[src/rtl/rbm_sequencer_if.sv]
// rtl/rbm_sequencer_if.sv - address/strobe bundle between the RBM sequencer and the Main datapath
interface rbm_sequencer_if #(
    parameter int PW = 10,
    parameter int HW = 9,
    parameter int CW = 4
);
    logic [PW-1:0] pixel_addr;
    logic [HW-1:0] hidden_addr;
    logic [CW-1:0] class_addr;
    logic          h_bias_sel;
    logic          c_bias_sel;
    logic          enable_hidden;
    logic          enable_classi;
    logic          unit_clr;
    logic          hidden_pixel;
    logic          hidden;
    logic          spike;

    modport master (
        output pixel_addr, hidden_addr, class_addr, h_bias_sel, c_bias_sel,
               enable_hidden, enable_classi, unit_clr, hidden_pixel,
        input  hidden, spike
    );

    modport slave (
        input  pixel_addr, hidden_addr, class_addr, h_bias_sel, c_bias_sel,
               enable_hidden, enable_classi, unit_clr, hidden_pixel,
        output hidden, spike
    );
endinterface

[src/rtl/rbm_sequencer.sv]
// rtl/rbm_sequencer.sv - iteration sequencer for the Main RBM datapath with spike counting and argmax
module rbm_sequencer #(
    parameter int N_PIXEL  = 784,
    parameter int N_HIDDEN = 441,
    parameter int N_CLASS  = 10,
    parameter int ITER_NUM = 100,
    parameter int CNT_W    = 8,
    parameter int PW       = 10,
    parameter int HW       = 9,
    parameter int CW       = 4
) (
    input  logic             clock,
    input  logic             reset,
    input  logic             start,
    input  logic             abort,
    rbm_sequencer_if.master  bus,
    output logic             busy,
    output logic             done,
    output logic [CW-1:0]    winner,
    input  logic [CW-1:0]    cnt_rd_addr,
    output logic [CNT_W-1:0] cnt_rd_data
);
    localparam int IW = $clog2(ITER_NUM + 1);

    typedef enum logic [2:0] {
        IDLE, H_RUN, H_CAP, C_RUN, C_CAP, ARGMAX, DONE
    } state_t;

    state_t              state;
    logic [PW-1:0]       pix;
    logic [HW-1:0]       hid;
    logic [CW-1:0]       cls;
    logic [CW-1:0]       am_idx;
    logic [IW-1:0]       iter;
    logic                en_h, en_c, h_bias, c_bias, uclr;
    logic [N_HIDDEN-1:0] hbuf;
    logic [CNT_W-1:0]    count [N_CLASS];
    logic [CNT_W-1:0]    best;
    logic [CNT_W-1:0]    cls_cnt;
    logic [CNT_W-1:0]    am_cnt;
    logic                buf_bit;

    // Compare-based selects keep every index in range, including the bias cycle where hid == N_HIDDEN.
    always_comb begin
        buf_bit     = 1'b0;
        cls_cnt     = '0;
        am_cnt      = '0;
        cnt_rd_data = '0;
        for (int i = 0; i < N_HIDDEN; i++) begin
            if (hid == HW'(i)) buf_bit = hbuf[i];
        end
        for (int i = 0; i < N_CLASS; i++) begin
            if (cls == CW'(i))         cls_cnt     = count[i];
            if (am_idx == CW'(i))      am_cnt      = count[i];
            if (cnt_rd_addr == CW'(i)) cnt_rd_data = count[i];
        end
    end

    always_ff @(posedge clock or posedge reset) begin
        if (reset) begin
            state  <= IDLE;
            pix    <= '0;
            hid    <= '0;
            cls    <= '0;
            am_idx <= '0;
            iter   <= '0;
            en_h   <= 1'b0;
            en_c   <= 1'b0;
            h_bias <= 1'b0;
            c_bias <= 1'b0;
            uclr   <= 1'b0;
            busy   <= 1'b0;
            done   <= 1'b0;
            winner <= '0;
            best   <= '0;
            hbuf   <= '0;
            for (int i = 0; i < N_CLASS; i++) count[i] <= '0;
        end else if (abort) begin
            state  <= IDLE;
            pix    <= '0;
            hid    <= '0;
            cls    <= '0;
            am_idx <= '0;
            iter   <= '0;
            en_h   <= 1'b0;
            en_c   <= 1'b0;
            h_bias <= 1'b0;
            c_bias <= 1'b0;
            uclr   <= 1'b0;
            busy   <= 1'b0;
            done   <= 1'b0;
        end else begin
            case (state)
                IDLE: begin
                    if (start) begin
                        for (int i = 0; i < N_CLASS; i++) count[i] <= '0;
                        winner <= '0;
                        pix    <= '0;
                        hid    <= '0;
                        cls    <= '0;
                        iter   <= '0;
                        en_h   <= 1'b1;
                        uclr   <= 1'b1;
                        busy   <= 1'b1;
                        state  <= H_RUN;
                    end
                end
                H_RUN: begin
                    uclr <= 1'b0;
                    if (pix == PW'(N_PIXEL)) begin
                        en_h   <= 1'b0;
                        h_bias <= 1'b0;
                        pix    <= '0;
                        state  <= H_CAP;
                    end else begin
                        pix    <= pix + PW'(1);
                        h_bias <= (pix == PW'(N_PIXEL - 1));
                    end
                end
                H_CAP: begin
                    for (int i = 0; i < N_HIDDEN; i++) begin
                        if (hid == HW'(i)) hbuf[i] <= bus.hidden;
                    end
                    uclr <= 1'b1;
                    if (hid < HW'(N_HIDDEN - 1)) begin
                        hid   <= hid + HW'(1);
                        en_h  <= 1'b1;
                        state <= H_RUN;
                    end else begin
                        hid   <= '0;
                        en_c  <= 1'b1;
                        state <= C_RUN;
                    end
                end
                C_RUN: begin
                    uclr <= 1'b0;
                    if (hid == HW'(N_HIDDEN)) begin
                        en_c   <= 1'b0;
                        c_bias <= 1'b0;
                        hid    <= '0;
                        state  <= C_CAP;
                    end else begin
                        hid    <= hid + HW'(1);
                        c_bias <= (hid == HW'(N_HIDDEN - 1));
                    end
                end
                C_CAP: begin
                    for (int i = 0; i < N_CLASS; i++) begin
                        if (cls == CW'(i) && bus.spike && cls_cnt != '1) count[i] <= cls_cnt + CNT_W'(1);
                    end
                    if (cls < CW'(N_CLASS - 1)) begin
                        cls   <= cls + CW'(1);
                        en_c  <= 1'b1;
                        uclr  <= 1'b1;
                        state <= C_RUN;
                    end else begin
                        cls <= '0;
                        if (iter < IW'(ITER_NUM - 1)) begin
                            iter  <= iter + IW'(1);
                            en_h  <= 1'b1;
                            uclr  <= 1'b1;
                            state <= H_RUN;
                        end else begin
                            am_idx <= '0;
                            best   <= '0;
                            winner <= '0;
                            state  <= ARGMAX;
                        end
                    end
                end
                ARGMAX: begin
                    // Strict compare: on ties the earlier (lower) class keeps the win.
                    if (am_cnt > best) begin
                        best   <= am_cnt;
                        winner <= am_idx;
                    end
                    if (am_idx == CW'(N_CLASS - 1)) begin
                        done  <= 1'b1;
                        state <= DONE;
                    end else begin
                        am_idx <= am_idx + CW'(1);
                    end
                end
                DONE: begin
                    done  <= 1'b0;
                    busy  <= 1'b0;
                    state <= IDLE;
                end
                default: state <= IDLE;
            endcase
        end
    end

    assign bus.pixel_addr    = pix;
    assign bus.hidden_addr   = hid;
    assign bus.class_addr    = cls;
    assign bus.h_bias_sel    = h_bias;
    assign bus.c_bias_sel    = c_bias;
    assign bus.enable_hidden = en_h;
    assign bus.enable_classi = en_c;
    assign bus.unit_clr      = uclr;
    assign bus.hidden_pixel  = en_c & (c_bias | buf_bit);
endmodule

[src/flat_wrapper.sv]
// flat-port wrapper written by rule: the top's interface ports become plain ports
module rbm_sequencer_flat 
#(
    parameter int N_PIXEL  = 784,
    parameter int N_HIDDEN = 441,
    parameter int N_CLASS  = 10,
    parameter int ITER_NUM = 100,
    parameter int CNT_W    = 8,
    parameter int PW       = 10,
    parameter int HW       = 9,
    parameter int CW       = 4
)
  (clock, reset, start, abort, busy, done, winner, cnt_rd_addr, cnt_rd_data, bus_pixel_addr, bus_hidden_addr, bus_class_addr, bus_h_bias_sel, bus_c_bias_sel, bus_enable_hidden, bus_enable_classi, bus_unit_clr, bus_hidden_pixel, bus_hidden, bus_spike);
  rbm_sequencer_if #(.PW(PW), .HW(HW), .CW(CW)) bus_i ();
  input  logic clock;
  input  logic reset;
  input  logic start;
  input  logic abort;
  output logic busy;
  output logic done;
  output logic [CW-1:0] winner;
  input  logic [CW-1:0] cnt_rd_addr;
  output logic [CNT_W-1:0] cnt_rd_data;
  output wire logic [$bits(bus_i.pixel_addr)-1:0] bus_pixel_addr;
  output wire logic [$bits(bus_i.hidden_addr)-1:0] bus_hidden_addr;
  output wire logic [$bits(bus_i.class_addr)-1:0] bus_class_addr;
  output wire logic [$bits(bus_i.h_bias_sel)-1:0] bus_h_bias_sel;
  output wire logic [$bits(bus_i.c_bias_sel)-1:0] bus_c_bias_sel;
  output wire logic [$bits(bus_i.enable_hidden)-1:0] bus_enable_hidden;
  output wire logic [$bits(bus_i.enable_classi)-1:0] bus_enable_classi;
  output wire logic [$bits(bus_i.unit_clr)-1:0] bus_unit_clr;
  output wire logic [$bits(bus_i.hidden_pixel)-1:0] bus_hidden_pixel;
  input wire logic [$bits(bus_i.hidden)-1:0] bus_hidden;
  input wire logic [$bits(bus_i.spike)-1:0] bus_spike;
  assign bus_pixel_addr = bus_i.pixel_addr;
  assign bus_hidden_addr = bus_i.hidden_addr;
  assign bus_class_addr = bus_i.class_addr;
  assign bus_h_bias_sel = bus_i.h_bias_sel;
  assign bus_c_bias_sel = bus_i.c_bias_sel;
  assign bus_enable_hidden = bus_i.enable_hidden;
  assign bus_enable_classi = bus_i.enable_classi;
  assign bus_unit_clr = bus_i.unit_clr;
  assign bus_hidden_pixel = bus_i.hidden_pixel;
  assign bus_i.hidden = bus_hidden;
  assign bus_i.spike = bus_spike;
  rbm_sequencer #(.N_PIXEL(N_PIXEL), .N_HIDDEN(N_HIDDEN), .N_CLASS(N_CLASS), .ITER_NUM(ITER_NUM), .CNT_W(CNT_W), .PW(PW), .HW(HW), .CW(CW)) u_core (.clock(clock), .reset(reset), .start(start), .abort(abort), .bus(bus_i), .busy(busy), .done(done), .winner(winner), .cnt_rd_addr(cnt_rd_addr), .cnt_rd_data(cnt_rd_data));
endmodule
[config.mk]
export PLATFORM = sky130hd
export DESIGN_NAME = rbm_sequencer_flat
export DESIGN_NICKNAME = d
export VERILOG_FILES = /design/src/rtl/rbm_sequencer_if.sv /design/src/rtl/rbm_sequencer.sv /design/src/flat_wrapper.sv
export SDC_FILE = /design/constraint.sdc
export NUM_CORES = 2
export LEC_CHECK = 0
export ABC_AREA = 1
export CORE_MARGIN = 3
export CORE_UTILIZATION = 58
export DETAILED_ROUTE_END_ITERATION = 8
export GPL_TIMING_DRIVEN = 0
export HOLD_SLACK_MARGIN = 0.05
export PLACE_DENSITY = 0.82
export SYNTH_ARGS = -nofsm -noshare
export SYNTH_HDL_FRONTEND = slang
export SYNTH_SLANG_ARGS = --single-unit
export TNS_END_PERCENT = 30
[constraint.sdc]
create_clock -name clock -period 24 [get_ports clock]
set_input_delay 2.4 -clock clock [delete_from_list [all_inputs] [get_ports clock]]
set_output_delay 2.4 -clock clock [all_outputs]
set_load 0.02 [all_outputs]
==> impl_results.md <==
* Status: complete, but fails checks
* Violated checks: setup timing
* Distinct cell type count after synthesis at 47
* Most used cell along the critical path: nand2_1
* Gate Count Post-Synth at 4768
* Gr usage total at 37.34%
* Num rows at 87
* Post-place setup slack at -7425 ps
* Post-route ant nets at 0
* Max cap viols at 0
* Hold Startpoint: u_core.iter[3]
* Ys Warns at 0
* Area grow syn2layout at 13.29%
* Power Internal at 1.881 mW
* GRT Residual Overflow at 0
* Final max-slew violation count at 0
* Port bufs at 50
* Final setup fails at 1
* CTS sink count at 577
* Reg power frac at 35.7%
* Fillers at 4774
* Crit Path Class: register to primary output
* Initial antenna violation count at 3
* Peak supply drop at 0.00005889 V
* Largest net degree at the start of global routing at 130
* First-pass GRT wire length at 177200 um
* Power share of the clock group at 37.2%
* Core Area at 0.05671 sq mm
* R2R Setup Slk at 18300 ps
* Origin of the critical flop-to-flop path: u_core.am_idx[0]
* Top routing layer used: met5
* GPL Wtd Cong at 0.9776
* Final period utilization at 131.8%
* RSZ-0062 raised after global routing: true
* Sequential cell area fraction in the yosys report at 43.19%
* WHS at 465.2 ps
* Worst slew pin tran at 1323 ps
* Clock transition at path regs at 60 ps
* Switch Pwr at 995.1 uW
* Drt wl/cell at 19.96 um
* Most frequent cells in the layout: nand2_1, nor2_1, inv_1
* Routed length on met1 at 43960 um
* Synth Net Count at 4803
* CTS tree: built
* CP max-delay cell: dfrtp_2
* Routed vias/inst at 6.046
* R2R depth at 27
* IO Count at 53
* Met2 wire length at 48150 um
* H-tree levels at 3
* HP Class: register to register
* Endpoints failing hold at 0
* Vias at 34.61k
* Sw frac at 34.60%
* Hold EP: u_core.iter[3]
* Initial core utilization at 58.95%
* Power per cell area at 75.93 mW/mm^2
* #FFs+latches synth at 577
* Largest cells by area after synthesis: dfrtp_1, nand2_1, nor2_1, a21oi_1, inv_1
* Post-route worst setup slack at -7632 ps
* Most common cell after layout, fill and taps aside: nand2_1
* LEAKAGE at 15.92 nW
* CTS buffer count at 66
* Data arrival, critical path at 29230 ps
* CP peak stage delay at 480 ps
* Relative slew slack at 11.18%
* Startpoint Class: register
* Vias in the first global route at 31.76k
* Crit end category: primary output
* Mapped cell area at 0.03343 sq mm
* Total negative setup slack at -7632 ps
* CP required at 21600 ps
* Tmin final at 31630 ps
* Nets@finish at 4951
* Worst Path Max Fanout at 10
* Die width at 246.1 um
* Layout cell share with drive strength beyond 1 at 6.382%
* Synth Area per Inst at 7.012 sq um
* Die area at 0.06056 sq mm
* Worst R2R End: u_core.best[6]
* Total Wirelength at 114300 um
* DR pass1 iterations at 7
* Hold path cells at 1
* Detail Route met3 WL at 14220 um
* FMAX at 0.03161 GHz
* Clock skew at 20.58 ps
* Worst-Skew Late Latency at 610 ps
* DR DRC count at 0
* Clock Tree Buf Depth at 3
* Post-synth top area share at 43.19%
* DIE HEIGHT at 246.1 um
* DR iter-0 viols at 4869
* Final core utilization at 66.78%
* Gate power share at 27.1%
* Root Buffer: clkbuf_16
* DP HPWL at 77200 um
* Synth area leader: dfrtp_1
worst max path at each step:
| stage | start | to |
|---|---|---|
| 4_1_cts | u_core.bus.hidden_addr[0] | bus_hidden_pixel |
| 6_report | u_core.bus.hidden_addr[3] | bus_hidden_pixel |
| 5_1_grt | u_core.bus.hidden_addr[0] | bus_hidden_pixel |
| 3_3_place_gp | u_core.bus.hidden_addr[0] | bus_hidden_pixel |
| 2_1_floorplan | u_core.bus.hidden_addr[1] | bus_hidden_pixel |
| 3_5_place_dp | u_core.bus.hidden_addr[0] | bus_hidden_pixel |
power by group through the flow:
stage               Combinational [mW]  Clock (mW)  Sequential, mW
floorplan                        0.494           0            1.04
global placement                 0.704           0            1.04
detailed placement               0.715           0            1.04
CTS                              0.736        1.07            1.03
global route                     0.866        1.11            1.03
finish                           0.779        1.07            1.03
critical path, delay by kind of cell (launching register included):
| kind | cells | cell delay (ps) |
|---|---|---|
| buffers and inverters | 5 | 770 |
| AOI/OAI and AO/OA | 2 | 320 |
| DFF | 1 | 480 |
| and+or+nand+nor | 448 | 26960 |
flip-flops by register name (all words and copies together), names as in the netlist:
name / flops
u_core.hbuf: 441
u_core.count: 80
u_core.bus.pixel_addr: 10
u_core.bus.hidden_addr: 9
u_core.best: 8
u_core.iter: 7
u_core.am_idx: 4
u_core.bus.class_addr: 4
u_core.winner: 4
u_core.state: 3
u_core.bus.c_bias_sel: 1
u_core.bus.enable_classi: 1
u_core.bus.enable_hidden: 1
u_core.bus.h_bias_sel: 1
u_core.bus.unit_clr: 1
u_core.busy: 1
u_core.done: 1
routing by layer:
| layer | up-vias | track usage (%) |
|---|---|---|
| li1 | 16010 | - |
| met1 | 15920 | 49.86 |
| met2 | 2145 | 55.17 |
| met3 | 540 | 9.861 |
| met4 | 4 | 21.08 |
| met5 | - | 0 |
through the flow:
step	instances	instance area (sq um)	power [mW]
floorplan	4768	33480	1.538
global placement	5574	34930	1.749
detailed placement	5578	35050	1.758
CTS	5719	37730	2.832
global route	5723	37870	3.005
finish	5724	37880	2.876
Yosys cell counts (all sizes together):
master      n
inv       643
clkbuf    206
nor2b       1
buf        16
mux2        1
a21oi     459
nand4      25
a31oi     276
a22oi       3
a31o        3
a2111oi     1
o221ai     13
nor4        4
and3        1
o211ai     20
o31ai      15
mux2i      14
o22ai      72
o2111ai    12
nor3b       1
a211oi      3
clkinv     18
a41oi       1
xor2        4
a221oi      6
nand2    1011
o32ai       1
nor3       83
nand3     173
nand3b      1
o21ai     323
ha         25
nor2      686
dfrtp     577
or2        55
o21a       15
area by class of cell:
class                      count  area (sq um)  area share (%)
antenna                        1         2.502        0.006607
buffer                       222         863.3           2.279
clock buffer                 102          2023           5.342
clock inverter                17         241.5          0.6376
inverter                     661          2535           6.693
multi-input combinational   3308         16000           42.25
sequential                   577         14450           38.15
tap                          756         945.9           2.497
timing repair buffer          80         810.8           2.141
logic make-up (layout without fill, tap and decap cells):
group                    Yosys count  count (layout)  share of synthesized area [%]
multiplexers                      15              15                         0.4528
AO/OA/AOI/OAI                   1223            1223                          20.45
adder cells (fa/ha/maj)           25              25                         0.9356
buffers and inverters            883            1082                          9.959
flip-flops                       577             577                          43.19
AND/OR/NAND/NOR                 2041            2041                          24.91
other                              0               1                              0
XOR/XNOR                           4               4                         0.1048
repair_timing:
action                                  in CTS  in global routing
buffers inserted                            22                  4
hold buffers                                 0                  0
endpoints found under the setup margin       1                  1
hold endpoints to repair                     0                  0
resized for setup                           76                 28
pin swaps                                   19                 22
(Power assumes the default switching activity.)
